$ cat src/rtl/mem_arb_pkg.sv
// Shared types for the cache-to-memory arbiter: client identifiers and defaults.
package mem_arb_pkg;

    typedef enum logic {
        CL_IC = 1'b0,
        CL_DC = 1'b1
    } client_t;

    localparam int OUTSTANDING_DEFAULT = 4;

    function automatic client_t other_client(input client_t c);
        return (c == CL_IC) ? CL_DC : CL_IC;
    endfunction

endpackage

$ cat src/rtl/mem_id_fifo.sv
// Owner-ID FIFO: remembers which client issued each in-flight read, in issue order.
module mem_id_fifo
    import mem_arb_pkg::*;
#(
    parameter int DEPTH = OUTSTANDING_DEFAULT,
    localparam int PW = (DEPTH > 1) ? $clog2(DEPTH) : 1,
    localparam int CW = $clog2(DEPTH + 1)
) (
    input  logic          i_clk,
    input  logic          i_rst_n,
    input  logic          push,
    input  client_t       push_id,
    input  logic          pop,
    output client_t       head,
    output logic          full,
    output logic          empty,
    output logic [CW-1:0] count
);

    client_t       slots [DEPTH];
    logic [PW-1:0] wr_ptr;
    logic [PW-1:0] rd_ptr;
    logic          do_push;
    logic          do_pop;

    assign full    = (count == CW'(DEPTH));
    assign empty   = (count == '0);
    assign do_push = push & ~full;
    assign do_pop  = pop & ~empty;
    assign head    = slots[rd_ptr];

    function automatic logic [PW-1:0] ptr_inc(input logic [PW-1:0] p);
        return (p == PW'(DEPTH - 1)) ? '0 : p + 1'b1;
    endfunction

    always_ff @(posedge i_clk or negedge i_rst_n) begin
        if (!i_rst_n) begin
            wr_ptr <= '0;
            rd_ptr <= '0;
            count  <= '0;
        end else begin
            if (do_push) wr_ptr <= ptr_inc(wr_ptr);
            if (do_pop)  rd_ptr <= ptr_inc(rd_ptr);
            case ({do_push, do_pop})
                2'b10:   count <= count + 1'b1;
                2'b01:   count <= count - 1'b1;
                default: count <= count;
            endcase
        end
    end

    // Slot contents need no reset: they are only read when count says they are live.
    always_ff @(posedge i_clk) begin
        if (do_push) slots[wr_ptr] <= push_id;
    end

endmodule

$ cat src/rtl/mem_arbiter.sv
// Round-robin merge of icache and dcache word interfaces onto one memory port,
// with in-order read response routing back to the issuing cache.
module mem_arbiter
    import mem_arb_pkg::*;
#(
    parameter int OUTSTANDING = OUTSTANDING_DEFAULT,
    parameter int AW = 32,
    parameter int DW = 32
) (
    input  logic          i_clk,
    input  logic          i_rst_n,
    input  logic          i_ic_ren,
    input  logic [AW-1:0] i_ic_addr,
    output logic          o_ic_ready,
    output logic [DW-1:0] o_ic_rdata,
    output logic          o_ic_valid,
    input  logic          i_dc_ren,
    input  logic          i_dc_wen,
    input  logic [AW-1:0] i_dc_addr,
    input  logic [DW-1:0] i_dc_wdata,
    output logic          o_dc_ready,
    output logic [DW-1:0] o_dc_rdata,
    output logic          o_dc_valid,
    input  logic          i_mem_ready,
    output logic [AW-1:0] o_mem_addr,
    output logic          o_mem_ren,
    output logic          o_mem_wen,
    output logic [DW-1:0] o_mem_wdata,
    input  logic [DW-1:0] i_mem_rdata,
    input  logic          i_mem_valid,
    output logic          o_err
);

    localparam int CW = $clog2(OUTSTANDING + 1);

    client_t       last_grant;
    client_t       fifo_head;
    logic          fifo_full;
    logic          fifo_empty;
    logic [CW-1:0] fifo_count;

    logic read_ok;
    logic dc_write;
    logic ic_elig;
    logic dc_elig;
    logic gnt_ic;
    logic gnt_dc;
    logic accept;
    logic push_read;
    logic pop_resp;

    // A dcache request with both ren and wen is handled as a write.
    assign dc_write = i_dc_wen;
    assign read_ok  = (fifo_count < CW'(OUTSTANDING));
    assign ic_elig  = i_ic_ren & read_ok;
    assign dc_elig  = dc_write | (i_dc_ren & read_ok);

    always_comb begin
        gnt_ic = 1'b0;
        gnt_dc = 1'b0;
        if (ic_elig && dc_elig) begin
            if (other_client(last_grant) == CL_DC) gnt_dc = 1'b1;
            else                                   gnt_ic = 1'b1;
        end else if (ic_elig) begin
            gnt_ic = 1'b1;
        end else if (dc_elig) begin
            gnt_dc = 1'b1;
        end
    end

    always_comb begin
        o_mem_addr  = '0;
        o_mem_wdata = '0;
        o_mem_ren   = 1'b0;
        o_mem_wen   = 1'b0;
        if (gnt_dc) begin
            o_mem_addr = i_dc_addr;
            if (dc_write) begin
                o_mem_wen   = i_rst_n;
                o_mem_wdata = i_dc_wdata;
            end else begin
                o_mem_ren = i_rst_n;
            end
        end else if (gnt_ic) begin
            o_mem_addr = i_ic_addr;
            o_mem_ren  = i_rst_n;
        end
    end

    assign o_ic_ready = gnt_ic & i_mem_ready & i_rst_n;
    assign o_dc_ready = gnt_dc & i_mem_ready & i_rst_n;
    assign accept     = o_ic_ready | o_dc_ready;
    assign push_read  = o_ic_ready | (o_dc_ready & ~dc_write);

    // Responses come back in issue order, so the FIFO head names the owner.
    assign pop_resp   = i_mem_valid & ~fifo_empty & i_rst_n;
    assign o_ic_valid = pop_resp & (fifo_head == CL_IC);
    assign o_dc_valid = pop_resp & (fifo_head == CL_DC);
    assign o_ic_rdata = i_mem_rdata;
    assign o_dc_rdata = i_mem_rdata;

    mem_id_fifo #(
        .DEPTH (OUTSTANDING)
    ) u_id_fifo (
        .i_clk   (i_clk),
        .i_rst_n (i_rst_n),
        .push    (push_read & read_ok),
        .push_id (gnt_dc ? CL_DC : CL_IC),
        .pop     (pop_resp),
        .head    (fifo_head),
        .full    (fifo_full),
        .empty   (fifo_empty),
        .count   (fifo_count)
    );

    always_ff @(posedge i_clk or negedge i_rst_n) begin
        if (!i_rst_n) begin
            last_grant <= CL_IC;
            o_err      <= 1'b0;
        end else begin
            if (accept) last_grant <= gnt_dc ? CL_DC : CL_IC;
            if ((i_mem_valid && fifo_empty) || (i_dc_ren && i_dc_wen) ||
                (push_read && fifo_full))
                o_err <= 1'b1;
        end
    end

endmodule

$ cat config.mk
export PLATFORM = sky130hd
export DESIGN_NAME = mem_arbiter
export DESIGN_NICKNAME = d
export VERILOG_FILES = /design/src/rtl/mem_arb_pkg.sv /design/src/rtl/mem_id_fifo.sv /design/src/rtl/mem_arbiter.sv
export SDC_FILE = /design/constraint.sdc
export NUM_CORES = 1
export LEC_CHECK = 0
export BUFFER_PORTS_ARGS = -buffer_cell sky130_fd_sc_hd__buf_2
export CAP_MARGIN = 5
export CORE_AREA = 2 2 106 108
export DETAILED_ROUTE_END_ITERATION = 16
export DIE_AREA = 0 0 108 110
export MAX_ROUTING_LAYER = met4
export PLACE_DENSITY = 0.48
export SLEW_MARGIN = 20
export SYNTH_ARGS = -nofsm -noshare
export SYNTH_HDL_FRONTEND = slang
export SYNTH_SLANG_ARGS = --single-unit
$ cat constraint.sdc
create_clock -name i_clk -period 5.79 [get_ports i_clk]
set_input_delay 0.8685 -clock i_clk [delete_from_list [all_inputs] [get_ports i_clk]]
set_output_delay 0.8685 -clock i_clk [all_outputs]
set_load 0.02 [all_outputs]
======== After elaboration in Yosys (flattened, before gate mapping) ========
Memory sizes are Yosys's and may differ from the RTL's.
Index checks and enable logic that the tools add are counted.
word-level totals
  register bits after elaboration ......... 9
  latch bits .............................. 0
  bits in writable memories ............... 4
  bits in read-only memories .............. 0
  input port bits ......................... 135
  output and inout port bits .............. 135
  word-level logic and storage cells ...... 67
  memories kept ........................... 1
memories
  name             depth  width  read ports  clocked after memory_dff  write ports  line               source
  u_id_fifo.slots  4      1      1           0                         1            mem_id_fifo.sv:20  client_t slots [DEPTH];
operators by class
  add/subtract/negate cells ............... 4
  multipliers ............................. 0
  divide/modulo/power cells ............... 0
  magnitude comparators ................... 1
  equality and inequality tests ........... 5
  shift-type cells ........................ 0
  muxes and demuxes ....................... 22
  bitwise logic cells ..................... 21
  reduce and logical (&&, ||, !) cells .... 8
operators by type and width
  operator             count
  $mux 32              4
  $mux 1               15
  $and 1x1->1          14
  $eq 2x2->1 const B   3
  $pmux 3 s2           1
  $add 2x1->2 const B  2
  $logic_and 1x1->1    4
  $mux 2               2
  $not 1->1            4
  $add 3x1->3 const B  1
  $eq 3x3->1 const B   1
  $logic_not 3->1      1
  $lt 3x3->1 const B   1
  $or 1x1->1           3
  $sub 3x1->3 const B  1
  $eq 2x1->1 const B   1
  $logic_or 1x1->1     2
  $reduce_bool 2->1    1

======== Logic depth before layout (Yosys ltp) ========
  word-level depth ........................ 14
  mapped depth ............................ 9
  mapped depth without buffers ............ 9

======== Hierarchy ========
A second synthesis with hierarchy kept.
second synthesis, totals
  cell total of the unflattened synthesis .. 205
  area total of the unflattened synthesis .. 1886.8 µm²
by module, submodules not included
  module       instances  cells an instance  area an instance (µm²)  seq. area each (µm²)
  mem_arbiter  1          160                1257.5                  50.0
  mem_id_fifo  1          45                 629.4                   295.3

======== Least setup slack after synthesis ========
No wires, ideal clock.
  path type ............................... input to output
  start point ............................. in i_dc_ren
  end point ............................... out o_mem_addr[24]
  data arrival time ....................... 1.674 ns
  data required time ...................... 4.922 ns
  slack ................................... 3.247 ns
  cell stages on the path ................. 4
  buffers on the path ..................... 1
  cell sequence ........................... nor2b_2 -> a2bb2oi_4 -> buf_6 -> a22o_1
between the ends
  word-level cells in the longest chain between the ends .. 6
  elaborated cells between the ends (all ways) .. 9
RTL lines
  item             line               source
  start, declared  mem_arbiter.sv:17  input logic i_dc_ren,
  $and 1x1->1 *    mem_arbiter.sv:56  assign dc_elig = dc_write | (i_dc_ren & read_ok);
  $or 1x1->1 *     mem_arbiter.sv:56
  $mux 1           mem_arbiter.sv:66  end else if (dc_elig) begin
  $mux 1           mem_arbiter.sv:64  end else if (ic_elig) begin
  $mux 1 *         mem_arbiter.sv:61  if (ic_elig && dc_elig) begin
  via gnt_dc       mem_arbiter.sv:47  logic gnt_dc;
  $mux 32 *        mem_arbiter.sv:76  if (gnt_dc) begin
  end, declared    mem_arbiter.sv:25  output logic [AW-1:0] o_mem_addr,
The timed path passes the listed nets; every way through them passes the cells marked *.

======== Final worst setup path ========
  start point ............................. in i_dc_ren
  end point ............................... out o_mem_addr[3]
between the ends
  word-level cells in the longest chain between the ends .. 6
  elaborated cells between the ends (all ways) .. 9
RTL lines
  item                                                line
  $and 1x1->1 *                                       mem_arbiter.sv:56
  $or 1x1->1 *                                        mem_arbiter.sv:56
  $mux 1 / $logic_and 1x1->1 (equally long branches)  mem_arbiter.sv:66, mem_arbiter.sv:61
  $mux 1 (on tied branches)                           mem_arbiter.sv:64, mem_arbiter.sv:61
  $mux 1 / $mux 32 (equally long branches)            mem_arbiter.sv:61, mem_arbiter.sv:84
  $mux 32 *                                           mem_arbiter.sv:76
Every way passes the cells marked *; elsewhere a longest branch is shown, timed or not.

==> flow_metrics.env <==
export IMPL_grt_pass1_wl_um=9350
export IMPL_finClkSkew_ps=2.56
export IMPL_synth_seq_cells=13
export IMPL_leakage_uw=0.00132
export IMPL_cp_arrival_ps=2460
export IMPL_synth_xor_area_share_pct=1.43
export IMPL_crit_chain="buf_2 > nor2b_2 > a2bb2oi_4 > a22o_1 > buf_2"
export IMPL_synth_fp_nets=347
export IMPL_multi_input_area_um2=923
export IMPL_synth_top_family_by_area="buffers and inverters"
export IMPL_routedWlPerCell_um=14.3
export IMPL_ir_drop_mv=0.0943
export IMPL_drt_vias_per_instance=3.89
export IMPL_synthMuxAreaShare_pct=3.19
export IMPL_cts_tree="built"
export IMPL_io_buffers=173
export IMPL_boundaryPins=270
export IMPL_setup_violations=0
export IMPL_cts_root_buf="clkbuf_8"
export IMPL_drc=0
export IMPL_yosys_top_cells_area="buf_4 (26%), a22o_1 (16%), and2_1 (14%)"
export IMPL_run_status="finished, final reports clean"
export IMPL_endpoint_kind="output port"
export IMPL_globalplace_congestion=0.832
export IMPL_critPathSlowestCell="a2bb2oi_4"
export IMPL_ant_nets=0
export IMPL_finalCritPeriodShare_pct=57.5
export IMPL_cts_made_buffers=3
export IMPL_cp_required_ps=4920
export IMPL_dr_pass1_iters=4
export IMPL_cp_max_fo=38
export IMPL_powerDensity_nw_per_um2=336
export IMPL_seq_area_um2=345
export IMPL_fin_crit_ps=3330
export IMPL_rows=38
export IMPL_synthesis_instances=205
export IMPL_yosysWarningCount=0
export IMPL_clkPwrFrac_pct=10.2
export IMPL_max_cap_viol_count=0
export IMPL_yosys_area_top_type_share_pct=26.5
export IMPL_dr_wl_met3_um=533
export IMPL_grtUsageTotal_pct=10.4
export IMPL_crit_family="compound AO/OA/AOI/OAI gates"
export IMPL_core_area_um2=10700
export IMPL_design_die_area_um2=11900
export IMPL_ctsResizeCount=0
export IMPL_wl_met2_um=3000
export IMPL_grt_overflow=0
export IMPL_cts_setup_buffers=0
export IMPL_synth_fa_ha_area_share_pct=5.16
export IMPL_hold_buffers=0
export IMPL_p_switching_uw=405
export IMPL_clk_pin_slew_ps=60
export IMPL_cp_start_kind="input port"
export IMPL_nFillCells=1225
export IMPL_syn2layout_area_growth_pct=29.7
export IMPL_p_int_uw=398
export IMPL_crit_top_cell="buf_2"
export IMPL_slowest_delay_ps=700
export IMPL_routed_top_layer="met4"
export IMPL_worst_path_buf_inv=2
export IMPL_fmax_mhz=300
export IMPL_maxSlewViolCount=0
export IMPL_hold_viol_final=0
export IMPL_syn_area_um2=1840
export IMPL_rsz0062_at_grt="false"
export IMPL_synth_compound_area_share_pct=22.0
export IMPL_holdWs_ps=486
export IMPL_clock_latency_ps=240
export IMPL_htreeDepth=1
export IMPL_max_slew_worst_pin_slew_ps=917
export IMPL_synth_simple_gate_area_share_pct=17.9
export IMPL_pwr_share_seq_pct=21.6
export IMPL_antenna_found_initial=1
export IMPL_drt_total_wl_um=6420
export IMPL_clock_sinks=13
export IMPL_synth_top_area_cell="buf_4"
export IMPL_fin_nets=452
export IMPL_criticalPathCategory="in -> out"
export IMPL_cts_buffer_depth=2
export IMPL_ys_types=33
export IMPL_drt_iter0_drc=47
export IMPL_dieWidth_um=108
export IMPL_diodes=0
export IMPL_setup_tns_ps=0
export IMPL_combinationalPowerShare_pct=68.2
export IMPL_met1_length_um=2800
export IMPL_start_util_pct=17.2
export IMPL_p_sw_share_pct=50.4
export IMPL_drive_gt1_share_pct=59.9
export IMPL_first_global_vias=1748
export IMPL_num_vias=1745
export IMPL_synth_seq_area_share_pct=18.8
export IMPL_dpl_hpwl_um=5590
export IMPL_hold_path_class="reg -> reg"
export IMPL_grt_max_degree=39
export IMPL_die_y_um=110
export IMPL_relSlewSlack_pct=38.7
export IMPL_syn_area_per_cell_um2=8.98
state kept, by name, summed over array words and instances, names as in the netlist:
signal / flops
u_id_fifo.rd_ptr: 2
o_err: 1
u_id_fifo.count: 3
last_grant: 1
u_id_fifo.wr_ptr: 2
u_id_fifo.slots: 4
metal layers:
| metal | GRT usage (%) | up-vias |
|---|---|---|
| li1 | - | 840 |
| met1 | 13.9 | 794 |
| met2 | 16.1 | 94 |
| met3 | 2.00 | 17 |
| met4 | 2.56 | 0 |
| met5 | - | - |
power by group through the flow:
stage	logic, uW	registers, uW	clock network (uW)
final	548	173	81.9
after global routing	602	179	88.3
after CTS	558	172	84.0
after floorplan	450	163	0
after detailed placement	557	174	0
after global placement	543	171	0
worst paths after layout:
path / startpoint / end / slack, ps / cells past startpoint
worst max-delay path: i_dc_ren / o_mem_addr[3] / 2460 / 5
worst min-delay path: o_err$_DFFE_PN0P_ / o_err$_DFFE_PN0P_ / 490 / 1
worst max register to register: last_grant$_DFFE_PN0P_ / u_id_fifo.count[2]$_DFFE_PN0P_ / 3770 / 9
worst min register to register: o_err$_DFFE_PN0P_ / o_err$_DFFE_PN0P_ / 490 / 1
max in group asynchronous: i_rst_n / u_id_fifo.wr_ptr[1]$_DFFE_PN0P_ / 5030 / 1
min in group asynchronous: i_rst_n / o_err$_DFFE_PN0P_ / 510 / 1
worst reg2reg max path, cell delays in order (launching register included):
cell and delay [ps]:
dfrtp_1 470, nand2b_1 200, o2111a_2 210, inv_1 70, ha_1 170, inv_1 60, fa_1 370, xor2_1 150
nor2_1 120, xnor2_1 120
synth_stat cells:
cell type / instances
fa_1: 1
mux2_1: 1
o211ai_1: 1
buf_6: 3
nor2b_1: 2
mux2_4: 1
ha_1: 6
o311ai_4: 1
xor2_1: 1
and2_1: 40
buf_4: 65
o22ai_1: 1
o2111a_2: 1
mux2i_1: 1
nor3_1: 2
a21boi_2: 1
a21o_1: 1
o21a_2: 1
nor2_1: 4
inv_1: 9
xnor2_1: 2
edfxtp_1: 4
mux4_2: 1
a2bb2oi_4: 1
nand2b_1: 1
a221o_1: 1
nor2b_4: 1
or3_1: 1
nand2_1: 2
dfrtp_1: 9
a22o_1: 33
buf_2: 5
nor2b_2: 1
placed cells by master, fill, tap and decap left out, types with 2 or more instances in the layout:
| master | netlist | final |
|---|---|---|
| buf_2 | 5 | 173 |
| and2_1 | 40 | 40 |
| a22o_1 | 33 | 33 |
| inv_1 | 9 | 9 |
| dfrtp_1 | 9 | 9 |
| ha_1 | 6 | 6 |
| nor2_1 | 4 | 4 |
| edfxtp_1 | 4 | 4 |
| clkbuf_8 | 0 | 3 |
| nor2b_1 | 2 | 2 |
| nand2_1 | 2 | 2 |
| nor3_1 | 2 | 2 |
| xnor2_1 | 2 | 2 |
cell families (layout without fill, tap and decap cells):
logic type / count (synthesis) / count (layout)
buf+inv: 82 / 186
flops: 13 / 13
simple gates: 54 / 54
mux: 4 / 4
xor+xnor: 3 / 3
compound gates: 42 / 42
fa+ha+maj: 7 / 7
stage by stage:
stage          util, %  setup slack (ps)  total power [uW]  std cells  cell area, um^2
2_1_floorplan        -              3250               613        205             1840
3_3_place_gp      21.8              2500               714        445             2340
3_5_place_dp      21.8              2400               731        445             2340
4_1_cts           22.3              2400               814        449             2380
5_1_grt           22.3              2300               869        449             2390
6_report          22.3              2460               803        449             2390
layout make-up:
cell class / count / area share (%)
Tap cell: 140 / 7.33
Multi-Input combinational cell: 110 / 38.7
Inverter: 9 / 1.41
Sequential cell: 13 / 14.5
Clock buffer: 4 / 1.89
Timing Repair Buffer: 173 / 36.2
Note: power is estimated with default switching activity, not from simulation.
